--- config.mk ---
export PLATFORM = sky130hd
export DESIGN_NAME = fifo_wr_arbiter
export DESIGN_NICKNAME = d
export VERILOG_FILES = /design/src/rtl/fifo_pkg.sv /design/src/rtl/rr_arbiter.sv /design/src/rtl/fifo_wr_arbiter.sv
export SDC_FILE = /design/constraint.sdc
export NUM_CORES = 1
export LEC_CHECK = 0
export CAP_MARGIN = 15
export CORE_MARGIN = 2
export CORE_UTILIZATION = 25
export DETAILED_ROUTE_END_ITERATION = 6
export PLACE_DENSITY = 0.64
export SLEW_MARGIN = 20
export SYNTH_ARGS = -nofsm -noshare
export SYNTH_HDL_FRONTEND = slang
export SYNTH_SLANG_ARGS = --single-unit
--- constraint.sdc ---
create_clock -name clk -period 4.4 [get_ports clk]
set_input_delay 0.88 -clock clk [delete_from_list [all_inputs] [get_ports clk]]
set_output_delay 0.88 -clock clk [all_outputs]
set_load 0.05 [all_outputs]
--- src/rtl/fifo_pkg.sv ---
// Shared FIFO types, plus the round-robin pick helper used by the write arbiter.
package fifo_pkg;

  typedef logic [7:0] data_t;
  typedef enum logic {NO_PUSH = 1'b0, PUSH = 1'b1} push_e_t;
  typedef enum logic {NO_POP = 1'b0, POP = 1'b1} pop_e_t;

  localparam int ARB_MAX_REQ = 8;
  localparam int ARB_PTR_W   = $clog2(ARB_MAX_REQ);

  // One-hot grant to the first set req bit after ptr, wrapping at nreq.
  function automatic logic [ARB_MAX_REQ-1:0] rr_pick(
    input logic [ARB_MAX_REQ-1:0] req,
    input logic [ARB_PTR_W-1:0]   ptr,
    input int                     nreq
  );
    logic [ARB_MAX_REQ-1:0] gnt;
    logic [ARB_PTR_W-1:0]   sel;
    logic                   found;
    gnt   = '0;
    found = 1'b0;
    for (int k = 1; k <= ARB_MAX_REQ; k++) begin
      sel = ARB_PTR_W'((int'(ptr) + k) % nreq);
      if (k <= nreq && !found && req[sel]) begin
        gnt[sel] = 1'b1;
        found    = 1'b1;
      end
    end
    return gnt;
  endfunction

endpackage

--- src/rtl/rr_arbiter.sv ---
// Round-robin pick with last-winner pointer; grant is combinational, zero when en is low.
module rr_arbiter
  import fifo_pkg::*;
#(
  parameter int NREQ = 4
) (
  input  logic            clk,
  input  logic            rst_n,
  input  logic [NREQ-1:0] req,
  input  logic            en,
  output logic [NREQ-1:0] gnt
);

  localparam int PW = (NREQ > 1) ? $clog2(NREQ) : 1;

  logic [PW-1:0]          ptr;
  logic [PW-1:0]          ptr_nxt;
  logic [ARB_MAX_REQ-1:0] req_ext;
  logic [ARB_MAX_REQ-1:0] pick;
  logic [ARB_PTR_W-1:0]   ptr_ext;
  logic                   unused_pick;

  always_comb begin
    req_ext           = '0;
    req_ext[NREQ-1:0] = req;
    ptr_ext           = '0;
    ptr_ext[PW-1:0]   = ptr;
  end

  assign pick        = en ? rr_pick(req_ext, ptr_ext, NREQ) : '0;
  assign gnt         = pick[NREQ-1:0];
  // Bits above NREQ are always zero; folded here so they are not left dangling.
  assign unused_pick = ^pick;

  always_comb begin
    ptr_nxt = ptr;
    for (int i = 0; i < NREQ; i++) begin
      if (gnt[i]) ptr_nxt = PW'(i);
    end
  end

  always_ff @(posedge clk or negedge rst_n) begin
    if (!rst_n) ptr <= PW'(NREQ - 1);
    else        ptr <= ptr_nxt;
  end

endmodule

--- src/rtl/fifo_wr_arbiter.sv ---
// Credit-tracked round-robin writer onto one FIFO push port: gnt same cycle, push one cycle later;
// no grant while credits are zero. Optional per-requester grant counters under FIFO_ARB_STATS_EN.
module fifo_wr_arbiter
  import fifo_pkg::*;
#(
  parameter  int NREQ  = 4,
  parameter  int DEPTH = 8,
  localparam int CW    = $clog2(DEPTH + 1)
) (
  input  logic                  clk,
  input  logic                  rst_n,
  input  logic [NREQ-1:0]       req,
  input  data_t [NREQ-1:0]      req_data,
  output logic [NREQ-1:0]       gnt,
  output push_e_t               push,
  output data_t                 data_in,
  input  logic                  full,
  input  pop_e_t                pop,
  input  logic                  empty,
  output logic [CW-1:0]         credits,
`ifdef FIFO_ARB_STATS_EN
  output logic [NREQ-1:0][15:0] grant_cnt,
`endif
  output logic                  ovf_err
);

  logic          any_gnt;
  logic          pop_acc;
  data_t         gnt_data;
  logic [CW-1:0] credits_nxt;

  rr_arbiter #(.NREQ(NREQ)) u_rr (
    .clk   (clk),
    .rst_n (rst_n),
    .req   (req),
    .en    (credits != '0),
    .gnt   (gnt)
  );

  assign any_gnt = |gnt;
  assign pop_acc = (pop == POP) && !empty;

  always_comb begin
    gnt_data = '0;
    for (int i = 0; i < NREQ; i++) begin
      if (gnt[i]) gnt_data = gnt_data | req_data[i];
    end
  end

  // A pop arriving at DEPTH can only be spurious; ignore it rather than wrap.
  always_comb begin
    credits_nxt = credits;
    if (any_gnt && !pop_acc)
      credits_nxt = credits - CW'(1);
    else if (!any_gnt && pop_acc && credits != CW'(DEPTH))
      credits_nxt = credits + CW'(1);
  end

  always_ff @(posedge clk or negedge rst_n) begin
    if (!rst_n) begin
      push    <= NO_PUSH;
      data_in <= '0;
      credits <= CW'(DEPTH);
      ovf_err <= 1'b0;
    end else begin
      push    <= any_gnt ? PUSH : NO_PUSH;
      credits <= credits_nxt;
      if (any_gnt) data_in <= gnt_data;
      if (push == PUSH && full) ovf_err <= 1'b1;
    end
  end

`ifdef FIFO_ARB_STATS_EN
  always_ff @(posedge clk or negedge rst_n) begin
    if (!rst_n) begin
      grant_cnt <= '0;
    end else begin
      for (int i = 0; i < NREQ; i++) begin
        if (gnt[i]) grant_cnt[i] <= grant_cnt[i] + 16'd1;
      end
    end
  end
`endif

endmodule

==> reports/metrics.csv <==
metric,value,unit
dpl cells,259,
Max Clk Rate,244,MHz
final routed DRC violation total,0,
clk buf depth,2,
"Seq/Total Area, Yosys",29.7,%
fin crit period,4.09,ns
Critical Path Start Type,primary input,
antenna cell count,0,
Mapped Cells,132,
"count leader, synth",a22oi_1,
Starting Density,26.3,%
largest family of logic cells by synthesized area,compound AO/OA/AOI/OAI gates,
synth-to-layout area growth,56.6,%
"Setup Fix Bufs, Post-CTS",0,
hold_sp,ovf_err,
Overflow after GRT,0,
final hold violations,0,
Routed WL,3830,um
post-synthesis cell type count,34,
Synth area leader,dfrtp_1,
r2r startpoint,u_rr.ptr[0],
root buf cell,clkbuf_8,
max cap viols,0,
Yosys top cell area share,23.9,%
final core utilization,41.2,%
syn avg cell area,10.3,sq um
hold path cells,1,
Compound-Gate Fraction of Synth Area,30.2,%
Post-synth EDFFs,0,
Final Non-Filler Cells,263,
Vias per Instance,4.81,
layout cells sized above 1,14.5,%
"top cells by area, synth","dfrtp_1 24%, a22oi_1 8.8%, ha_1 8.3%",
arrival time worst endpoint,3.21,ns
I/O Buffers,58,
Final #Nets,244,
Resize count post-CTS,0,
Slew @ Worst Pin,0.862,ns
Synth Area in Adders,8.27,%
Fin Setup TNS,0,ns
wire per inst,14.5,um
crit end category,output pin,
H-tree depth,1,
GRT Resource Usage Total,13.0,%
hold endpoint,ovf_err,
first-pass GRT wire length,6400,um
syn_nets,182,
clock transition at the registers of the reported paths,0.06,ns
final count of negative-setup-slack endpoints,0,
num rows,26,
Die Width,77.8,um
Die Y,77.8,um
flop-to-flop setup slack,0.54,ns
Synth Cell Area,1360,sq um
ys async rst share,100,%
I/O Pins,59,
# hold bufs at CTS,0,
Routed Antenna Nets,0,
post-synthesis xor/xnor area fraction,2.57,%
via count,1265,
number of cells on the worst reg-to-reg path,13,
RSZ-0062 raised after global routing,no,
vias in the first global route,1310,
Die ar.,6050,sq um
"Primary FF master, synth",dfrtp_1,
fill cell count,502,
Critical R2R Capture,credits[2],
worst-path maximum fanout,11,
count of pins over their slew limit,0,
antenna violations before repair,0,
Initial DRT Pass Iterations,4,
Synth Register Bits,16,
core area,5170,sq um
"Period Utilization, post-route",93.0,%
CTS tree,done,
Hold Path Class,reg2reg,
initial DRC count,53,
TritonCTS Buffers,3,
gpl congestion,0.769,
largest net degree at the start of global routing,17,
synthesis warning total,0,
CTS Sinks,16,
skew final,0.00154,ns
Setup Crit Path Kind,in2out,
post-synthesis mux area share,8.64,%
simple-gate area share of the yosys netlist,17.6,%
required time worst endpoint,3.52,ns
max_slew headroom,42.1,%
status,"complete, no violations",
Seq. cell area,404,sq um
worst skew pair latency,0.25,ns
top cells by instance count after synthesis,"16 x a22oi_1, 13 x dfrtp_1, 10 x nand2_1",
HPWL Detailed,3010,um
area of the multi-input gates,916,sq um
-- how the worst max path moves through the flow --
stage	startpoint	to	slack, ns
finish	req[2]	gnt[3]	0.31
global route	req[2]	gnt[3]	0.18
CTS	req[2]	gnt[3]	0.31
detailed placement	req[2]	gnt[3]	0.31
global placement	req[2]	gnt[3]	0.31
floorplan	u_rr.ptr[0]	credits[2]	0.50
-- per-stage QoR --
step / setup WS [ns] / cell area, sq um / hold slack (ns)
final: 0.306 / 2130 / 0.468
after global routing: 0.183 / 2130 / 0.507
after CTS: 0.313 / 2130 / 0.475
after detailed placement: 0.313 / 2080 / 0.457
after global placement: 0.313 / 2080 / 0.440
after floorplan: 0.504 / 1360 / 0.584
-- registers in the layout (all words and copies together) (netlist names) --
name	flops
credits	4
data_in	8
ovf_err	1
push	1
u_rr.ptr	2
-- critical path, stage by stage --
cell and delay [ns]:
clkdlybuf4s50_1 0.63, or3b_1 0.43, a2111oi_4 0.45, o21ai_1 0.12, a31oi_2 0.28, buf_4 0.25
buf_12 0.15
-- metal layers --
layer	share of wire [%]	global-route usage (%)
met1	44	16.6
met5	0	0
met3	3.4	2.33
met2	51	22.2
met4	1.0	3.57
-- cell usage in the layout, fill, tap and decap left out, types with 2 or more instances in the layout --
master           netlist  routed
a2111oi_4              2       2
nor2b_1                9       9
buf_4                  0       5
or3b_1                 4       4
a31oi_4                3       3
dfrtp_1               13      13
ha_1                   9       9
or3_1                  2       2
nand3b_1               4       4
a31oi_1                8       8
clkdlybuf4s50_1        0      54
inv_1                  2       2
mux2i_1                5       5
o21ai_1                4       4
a22oi_1               16      16
dfstp_2                3       3
a21oi_1                3       3
xor2_1                 3       3
nor2_1                 3       3
o211ai_1               4       4
buf_12                 0       4
nor3_1                 2       2
clkbuf_8               0       4
o21a_1                 4       4
nand2_1               10      10
mux4_2                 2       2
-- cell families (layout without fill, tap and decap cells) --
logic type | count (synthesis) | count (layout)
compound gates | 47 | 47
xor+xnor | 4 | 4
fa+ha+maj | 9 | 9
buf+inv | 9 | 70
flops | 16 | 16
mux | 9 | 9
simple gates | 38 | 38
-- final cells by class --
class,instances,area share (%)
multi-input cells,107,43.0
repair buffers,63,30.9
flip-flops and latches,16,19.0
well taps,70,4.11
clock buffers,4,2.58
inverters,3,0.528
Power is left out: the tool's default activity adds up to more than one toggle a clock period on the data nets, which glitch-free logic cannot reach.
